`src/rtl/hazard_stall_ctrl_if.sv`:
```
// Pipeline-side bundle for the hazard/stall controller: hazard sources in, stage controls out.
// HAZARD_PERF_CNT_EN adds the two performance counter outputs.
interface hazard_stall_ctrl_if
`ifdef HAZARD_PERF_CNT_EN
    #(parameter int CNT_W = 32)
`endif
    ;
    logic [4:0] id_rs1;
    logic [4:0] id_rs2;
    logic       id_rs1_used;
    logic       id_rs2_used;
    logic       ex_mem_read;
    logic [4:0] ex_rd;
    logic       ex_redirect;
    logic       mem_req;
    logic       mem_ready;
    logic       pc_stall;
    logic       if_id_stall;
    logic       if_id_flush;
    logic       id_ex_stall;
    logic       id_ex_flush;
    logic       ex_mem_stall;
    logic       mem_wb_flush;
    logic       mem_timeout;
    logic [1:0] state_o;
`ifdef HAZARD_PERF_CNT_EN
    logic [CNT_W-1:0] perf_stall_cycles;
    logic [CNT_W-1:0] perf_flush_events;
`endif

    // Pipeline side: reports hazard sources, consumes stage controls.
    modport master (
        output id_rs1, id_rs2, id_rs1_used, id_rs2_used,
        output ex_mem_read, ex_rd, ex_redirect, mem_req, mem_ready,
        input  pc_stall, if_id_stall, if_id_flush, id_ex_stall, id_ex_flush,
        input  ex_mem_stall, mem_wb_flush, mem_timeout, state_o
`ifdef HAZARD_PERF_CNT_EN
        , input perf_stall_cycles, perf_flush_events
`endif
    );

    // Controller side.
    modport slave (
        input  id_rs1, id_rs2, id_rs1_used, id_rs2_used,
        input  ex_mem_read, ex_rd, ex_redirect, mem_req, mem_ready,
        output pc_stall, if_id_stall, if_id_flush, id_ex_stall, id_ex_flush,
        output ex_mem_stall, mem_wb_flush, mem_timeout, state_o
`ifdef HAZARD_PERF_CNT_EN
        , output perf_stall_cycles, perf_flush_events
`endif
    );
endinterface

```
`src/rtl/hazard_stall_ctrl.sv`:
```
// Stall/flush sequencer for the five-stage pipeline with a data-memory wait/timeout FSM.
// Optional performance counters are enabled by defining HAZARD_PERF_CNT_EN.
module hazard_stall_ctrl #(
    parameter int TIMEOUT = 16,  // legal range 2..255
    parameter int CNT_W   = 32
) (
    input logic              clk,
    input logic              rst,
    hazard_stall_ctrl_if.slave bus
);
    typedef enum logic [1:0] {
        RUN      = 2'd0,
        MEM_WAIT = 2'd1,
        ABORT    = 2'd2
    } state_t;

    localparam logic [7:0] WAIT_LAST = 8'(TIMEOUT - 1);

    function automatic logic [CNT_W-1:0] sat_inc(input logic [CNT_W-1:0] v);
        return (&v) ? v : v + CNT_W'(1);
    endfunction

    state_t     state_p0;
    state_t     state_nx;
    logic [7:0] wait_cnt_p0;
    logic [7:0] wait_cnt_nx;

    logic mw;
    logic load_use;
    logic pc_stall;
    logic if_id_stall;
    logic if_id_flush;
    logic id_ex_stall;
    logic id_ex_flush;
    logic ex_mem_stall;
    logic mem_wb_flush;
    logic mem_timeout;
    logic [1:0] state_o;

    assign mw = bus.mem_req & ~bus.mem_ready;

    // x0 is hardwired to zero, so a load targeting it never creates a hazard.
    assign load_use = bus.ex_mem_read && (bus.ex_rd != 5'd0) &&
                      ((bus.id_rs1_used && (bus.id_rs1 == bus.ex_rd)) ||
                       (bus.id_rs2_used && (bus.id_rs2 == bus.ex_rd)));

    always_ff @(posedge clk) begin
        if (rst) begin
            state_p0    <= RUN;
            wait_cnt_p0 <= 8'd0;
        end else begin
            state_p0    <= state_nx;
            wait_cnt_p0 <= wait_cnt_nx;
        end
    end

    always_comb begin
        state_nx     = RUN;
        wait_cnt_nx  = 8'd0;
        pc_stall     = 1'b0;
        if_id_stall  = 1'b0;
        if_id_flush  = 1'b0;
        id_ex_stall  = 1'b0;
        id_ex_flush  = 1'b0;
        ex_mem_stall = 1'b0;
        mem_wb_flush = 1'b0;
        mem_timeout  = 1'b0;
        state_o      = 2'd0;

        if (!rst) begin
            state_o = state_p0;
            case (state_p0)
                RUN, MEM_WAIT: begin
                    if (mw) begin
                        // Freeze everything up to MEM and bubble WB; redirect/load-use wait.
                        pc_stall     = 1'b1;
                        if_id_stall  = 1'b1;
                        id_ex_stall  = 1'b1;
                        ex_mem_stall = 1'b1;
                        mem_wb_flush = 1'b1;
                        if (state_p0 == RUN) begin
                            state_nx    = MEM_WAIT;
                            wait_cnt_nx = 8'd1;
                        end else begin
                            state_nx    = (wait_cnt_p0 == WAIT_LAST) ? ABORT : MEM_WAIT;
                            wait_cnt_nx = wait_cnt_p0 + 8'd1;
                        end
                    end else if (bus.ex_redirect) begin
                        if_id_flush = 1'b1;
                        id_ex_flush = 1'b1;
                    end else if (load_use) begin
                        pc_stall    = 1'b1;
                        if_id_stall = 1'b1;
                        id_ex_flush = 1'b1;
                    end
                end
                ABORT: begin
                    // Let the pipeline advance once with the stuck access dropped.
                    mem_timeout  = 1'b1;
                    mem_wb_flush = 1'b1;
                end
                default: begin
                    state_nx = RUN;
                end
            endcase
        end
    end

    assign bus.pc_stall     = pc_stall;
    assign bus.if_id_stall  = if_id_stall;
    assign bus.if_id_flush  = if_id_flush;
    assign bus.id_ex_stall  = id_ex_stall;
    assign bus.id_ex_flush  = id_ex_flush;
    assign bus.ex_mem_stall = ex_mem_stall;
    assign bus.mem_wb_flush = mem_wb_flush;
    assign bus.mem_timeout  = mem_timeout;
    assign bus.state_o      = state_o;

`ifdef HAZARD_PERF_CNT_EN
    logic [CNT_W-1:0] stall_cycles_p0;
    logic [CNT_W-1:0] flush_events_p0;

    always_ff @(posedge clk) begin
        if (rst) begin
            stall_cycles_p0 <= '0;
            flush_events_p0 <= '0;
        end else begin
            if (pc_stall)
                stall_cycles_p0 <= sat_inc(stall_cycles_p0);
            if (if_id_flush || mem_timeout)
                flush_events_p0 <= sat_inc(flush_events_p0);
        end
    end

    assign bus.perf_stall_cycles = stall_cycles_p0;
    assign bus.perf_flush_events = flush_events_p0;
`else
    // Counters are absent in this build; the port list carries no perf signals.
`endif
endmodule

```
`src/flat_wrapper.sv`:
```
// flat-port wrapper written by rule: the top's interface ports become plain ports
module hazard_stall_ctrl_flat 
#(
    parameter int TIMEOUT = 16,                       
    parameter int CNT_W   = 32
)
  (clk, rst, bus_id_rs1, bus_id_rs2, bus_id_rs1_used, bus_id_rs2_used, bus_ex_mem_read, bus_ex_rd, bus_ex_redirect, bus_mem_req, bus_mem_ready, bus_pc_stall, bus_if_id_stall, bus_if_id_flush, bus_id_ex_stall, bus_id_ex_flush, bus_ex_mem_stall, bus_mem_wb_flush, bus_mem_timeout, bus_state_o);
  hazard_stall_ctrl_if bus_i ();
  input logic clk;
  input logic rst;
  input wire logic [$bits(bus_i.id_rs1)-1:0] bus_id_rs1;
  input wire logic [$bits(bus_i.id_rs2)-1:0] bus_id_rs2;
  input wire logic [$bits(bus_i.id_rs1_used)-1:0] bus_id_rs1_used;
  input wire logic [$bits(bus_i.id_rs2_used)-1:0] bus_id_rs2_used;
  input wire logic [$bits(bus_i.ex_mem_read)-1:0] bus_ex_mem_read;
  input wire logic [$bits(bus_i.ex_rd)-1:0] bus_ex_rd;
  input wire logic [$bits(bus_i.ex_redirect)-1:0] bus_ex_redirect;
  input wire logic [$bits(bus_i.mem_req)-1:0] bus_mem_req;
  input wire logic [$bits(bus_i.mem_ready)-1:0] bus_mem_ready;
  output wire logic [$bits(bus_i.pc_stall)-1:0] bus_pc_stall;
  output wire logic [$bits(bus_i.if_id_stall)-1:0] bus_if_id_stall;
  output wire logic [$bits(bus_i.if_id_flush)-1:0] bus_if_id_flush;
  output wire logic [$bits(bus_i.id_ex_stall)-1:0] bus_id_ex_stall;
  output wire logic [$bits(bus_i.id_ex_flush)-1:0] bus_id_ex_flush;
  output wire logic [$bits(bus_i.ex_mem_stall)-1:0] bus_ex_mem_stall;
  output wire logic [$bits(bus_i.mem_wb_flush)-1:0] bus_mem_wb_flush;
  output wire logic [$bits(bus_i.mem_timeout)-1:0] bus_mem_timeout;
  output wire logic [$bits(bus_i.state_o)-1:0] bus_state_o;
  assign bus_i.id_rs1 = bus_id_rs1;
  assign bus_i.id_rs2 = bus_id_rs2;
  assign bus_i.id_rs1_used = bus_id_rs1_used;
  assign bus_i.id_rs2_used = bus_id_rs2_used;
  assign bus_i.ex_mem_read = bus_ex_mem_read;
  assign bus_i.ex_rd = bus_ex_rd;
  assign bus_i.ex_redirect = bus_ex_redirect;
  assign bus_i.mem_req = bus_mem_req;
  assign bus_i.mem_ready = bus_mem_ready;
  assign bus_pc_stall = bus_i.pc_stall;
  assign bus_if_id_stall = bus_i.if_id_stall;
  assign bus_if_id_flush = bus_i.if_id_flush;
  assign bus_id_ex_stall = bus_i.id_ex_stall;
  assign bus_id_ex_flush = bus_i.id_ex_flush;
  assign bus_ex_mem_stall = bus_i.ex_mem_stall;
  assign bus_mem_wb_flush = bus_i.mem_wb_flush;
  assign bus_mem_timeout = bus_i.mem_timeout;
  assign bus_state_o = bus_i.state_o;
  hazard_stall_ctrl #(.TIMEOUT(TIMEOUT), .CNT_W(CNT_W)) u_core (.clk(clk), .rst(rst), .bus(bus_i));
endmodule
```
`config.mk`:
```
export PLATFORM = sky130hd
export DESIGN_NAME = hazard_stall_ctrl_flat
export DESIGN_NICKNAME = d
export VERILOG_FILES = /design/src/rtl/hazard_stall_ctrl_if.sv /design/src/rtl/hazard_stall_ctrl.sv /design/src/flat_wrapper.sv
export SDC_FILE = /design/constraint.sdc
export NUM_CORES = 1
export LEC_CHECK = 0
export ABC_AREA = 1
export CELL_PAD_IN_SITES_DETAIL_PLACEMENT = 1
export CELL_PAD_IN_SITES_GLOBAL_PLACEMENT = 1
export CORE_MARGIN = 2
export CORE_UTILIZATION = 29
export CTS_BUF_LIST = sky130_fd_sc_hd__clkbuf_4
export DETAILED_ROUTE_END_ITERATION = 7
export GPL_TIMING_DRIVEN = 0
export PLACE_DENSITY_LB_ADDON = 0.1
export SETUP_SLACK_MARGIN = 0.2
export SLEW_MARGIN = 20
export SYNTH_ARGS = -nofsm -noshare
export SYNTH_HDL_FRONTEND = slang
export SYNTH_SLANG_ARGS = --single-unit
```
`constraint.sdc`:
```
create_clock -name clk -period 2.9 [get_ports clk]
set_input_delay 0.29 -clock clk [delete_from_list [all_inputs] [get_ports clk]]
set_output_delay 0.29 -clock clk [all_outputs]
set_load 0.01 [all_outputs]
```
==> run_results.csv <==
group,metric,value,unit
status,outcome,"finished, final reports clean",
layout,final_nets,185,
route,wirelength,1881,um
place,dpl_cell_area,1081,sq um
sta,hold_violations,0,
synthesis,synthCells,124,
sta,setup-violations-final,0,
synthesis,post_synth_num_cell_types,22,
synthesis,ys_warn_count,0,
synthesis,async_flop_share,0,
power_and_ir_drop,leakage,0.0005347,uW
critical_path,cp-end-kind,"output pin",
global_route,grt_pass1_vias,844,
route,dr.pass1.iters,3,
route,viasPerCell,4.300,
die,initial_utilization,0.3001,
die,die_y,53.94,um
global_route,grt_util_all_layers,0.1499,
sta,skew,3.753,ps
die,io_pins,33,
global_route,overflow,0,
sta,holdWs,483.2,ps
route,drc,0,
sta,setup-tns-final,0,ps
cts,cts_hold_buf,0,
sta,maxSlewHeadroom,0.8544,
layout,area.growth.synth_to_final,53.11,%
sta,tightest_slew,216.8,ps
critical_path,cp-start-kind,"input port",
synthesis,ys_dominant_reg_cell,"dfxtp_1",
cts,root_buffer,"clkbuf_4",
synthesis,synth_common_cells,"nand2_1, inv_1, nor2_1, dfxtp_1, nand3_1",
global_route,grt_max_degree,7,
critical_path,cp.arrival,2060,ps
synthesis,netlist_top_cells_area,"dfxtp_1, nand2_1, inv_1, nor2_1, nor3_2",
layout,design_area,1107,sq um
cts,cts_buffers,3,
power_and_ir_drop,p_per_area,285.8,nW/um^2
place,portBuffers,32,
die,die_w,53.94,um
power_and_ir_drop,ir_worst_vdd,0.2751,mV
route,wl_per_cell,9.900,um
synthesis,synth_nets,148,
min_path,hp-class,"reg2reg",
die,die_area,2909,sq um
sta,period_minus_slack,2347,ps
flow_run,maxCapViolations,0,
synthesis,synth_top_cell_by_area,"dfxtp_1",
cts,cts_resized,0,
route,ant_nets,0,
layout,nFillCells,328,
place,place_congestion,0.7132,
cts,cts_tree,"yes",
sta,grt_setup_unrepaired,"no",
place,dp_cells,186,
global_route,antenna_found_initial,0,
sta,fin_crit_sh,0.8092,
layout,finalNonFillerCells,190,
sta,final_max_slew_viol_count,0,
synthesis,syn_area_per_cell,5.832,sq um
cts,cts_num_sinks,10,
layout,n_antenna_cell,0,
synthesis,synth_top_area_frac,0.2768,
die,fp.coreArea,2410,sq um
route,via_count,817,
place,dp_hpwl,1652,um
cts,htree_levels,1,
critical_path,crit_fanout,4,
synthesis,ys_seq_area_frac,0.2768,
synthesis,synth-seq-cells,10,
cts,clk_pin_slew,70,ps
sta,fmax,426.1,MHz
synthesis,synth_edf_count,0,
cts,clk_latency,260,ps
die,rows,18,
critical_path,required,2610,ps
route,drtIter0Drc,6,
critical_path,worstSetupPathType,"in2out",
cts,post_cts.repair.setup_buffers,0,
cts,cts_buffer_depth,2,
global_route,grt_first_pass_wirelength,3284,um
layout,drive_above_1_share,0.1063,
synthesis,synth.cell_area,723.2,sq um
synthesis,yosysMostFrequentCell,"nand2_1",
-- worst max-delay path: stages --
cell	delay (ps)
clkdlybuf4s50_1	520
inv_1	70
nand2_1	60
nand2_1	50
nor2_1	120
nand3_1	80
nand2_1	80
nand3_1	70
nand2_1	80
buf_4	110
clkdlybuf4s50_1	520
-- through the flow --
stage          worst slack [ps]  total power [uW]    util
4_1_cts                   533.6             319.8  0.4595
2_1_floorplan              1637             174.0       -
3_3_place_gp              559.9             220.9  0.4486
5_1_grt                   373.2             338.4  0.4595
3_5_place_dp              539.9             223.2  0.4486
6_report                  553.2             316.4  0.4595
-- metal layers --
| layer | part of all wire | vias up | GRT usage |
|---|---|---|---|
| met3 | 0.045 | 2 | 0.01667 |
| met5 | 0 | - | 0 |
| li1 | - | 438 | - |
| met4 | 0.0032 | 0 | 0.03846 |
| met2 | 0.51 | 14 | 0.2846 |
| met1 | 0.44 | 363 | 0.1751 |
-- cell families after synthesis --
kind of cell	after synthesis	share of synthesized area
xor gates and xnor gates	2	0.02423
DFF	10	0.2768
and+or+nand+nor	74	0.4602
AOI/OAI and AO/OA	8	0.06055
buffers and inverters	29	0.1609
adders and majority gates	1	0.01730
-- layout by cell type (no fill, tap or decap) --
master | netlist | final
nand4_1 | 1 | 1
nor3_1 | 1 | 1
clkinv_1 | 0 | 1
nand2_1 | 37 | 37
nor2_2 | 2 | 2
nand3_1 | 5 | 5
clkbuf_4 | 0 | 3
clkdlybuf4s50_1 | 0 | 32
xnor2_1 | 1 | 1
inv_2 | 2 | 2
nor2_1 | 20 | 20
o21ai_1 | 2 | 2
nand3_2 | 1 | 1
buf_4 | 2 | 2
inv_1 | 25 | 25
or2_1 | 1 | 1
dfxtp_1 | 10 | 10
nand2_2 | 2 | 2
a21oi_2 | 1 | 1
a21oi_1 | 4 | 4
nor3_2 | 3 | 3
nor2_4 | 1 | 1
xor2_1 | 1 | 1
o21ai_0 | 1 | 1
ha_1 | 1 | 1
-- flip-flops by register name (all words and copies together), names as in the netlist --
name                cells
u_core.state_p0         2
u_core.wait_cnt_p0      8
-- final timing paths --
path	slack (ps)	start	endpoint	depth (start not counted)
worst max-delay path	550	bus_ex_rd[4]	bus_pc_stall	11
worst min-delay path	480	u_core.wait_cnt_p0[7]$_SDFF_PP0_	u_core.wait_cnt_p0[7]$_SDFF_PP0_	2
worst max register to register	1620	u_core.wait_cnt_p0[0]$_SDFF_PN0_	u_core.state_p0[0]$_SDFF_PN0_	8
worst min register to register	480	u_core.wait_cnt_p0[7]$_SDFF_PP0_	u_core.wait_cnt_p0[7]$_SDFF_PP0_	2
-- layout make-up --
type | instances | area, sq um | area share
Inverter | 27 | 101.3 | 0.09153
Clock buffer | 3 | 22.52 | 0.02034
Multi-Input combinational cell | 85 | 406.6 | 0.3672
Buffer | 2 | 15.01 | 0.01356
Tap cell | 30 | 37.54 | 0.03390
Timing Repair Buffer | 32 | 320.3 | 0.2893
Sequential cell | 10 | 200.2 | 0.1808
Clock inverter | 1 | 3.754 | 0.003390
-- report_power, final --
group / internal [uW] / total, uW / switching [uW]
combinational: 46.5 / 79.7 / 33.2
clock: 49.6 / 97.6 / 48.0
sequential: 138 / 139 / 0.837
total: 234 / 316 / 82.0
(Power assumes the default switching activity.)
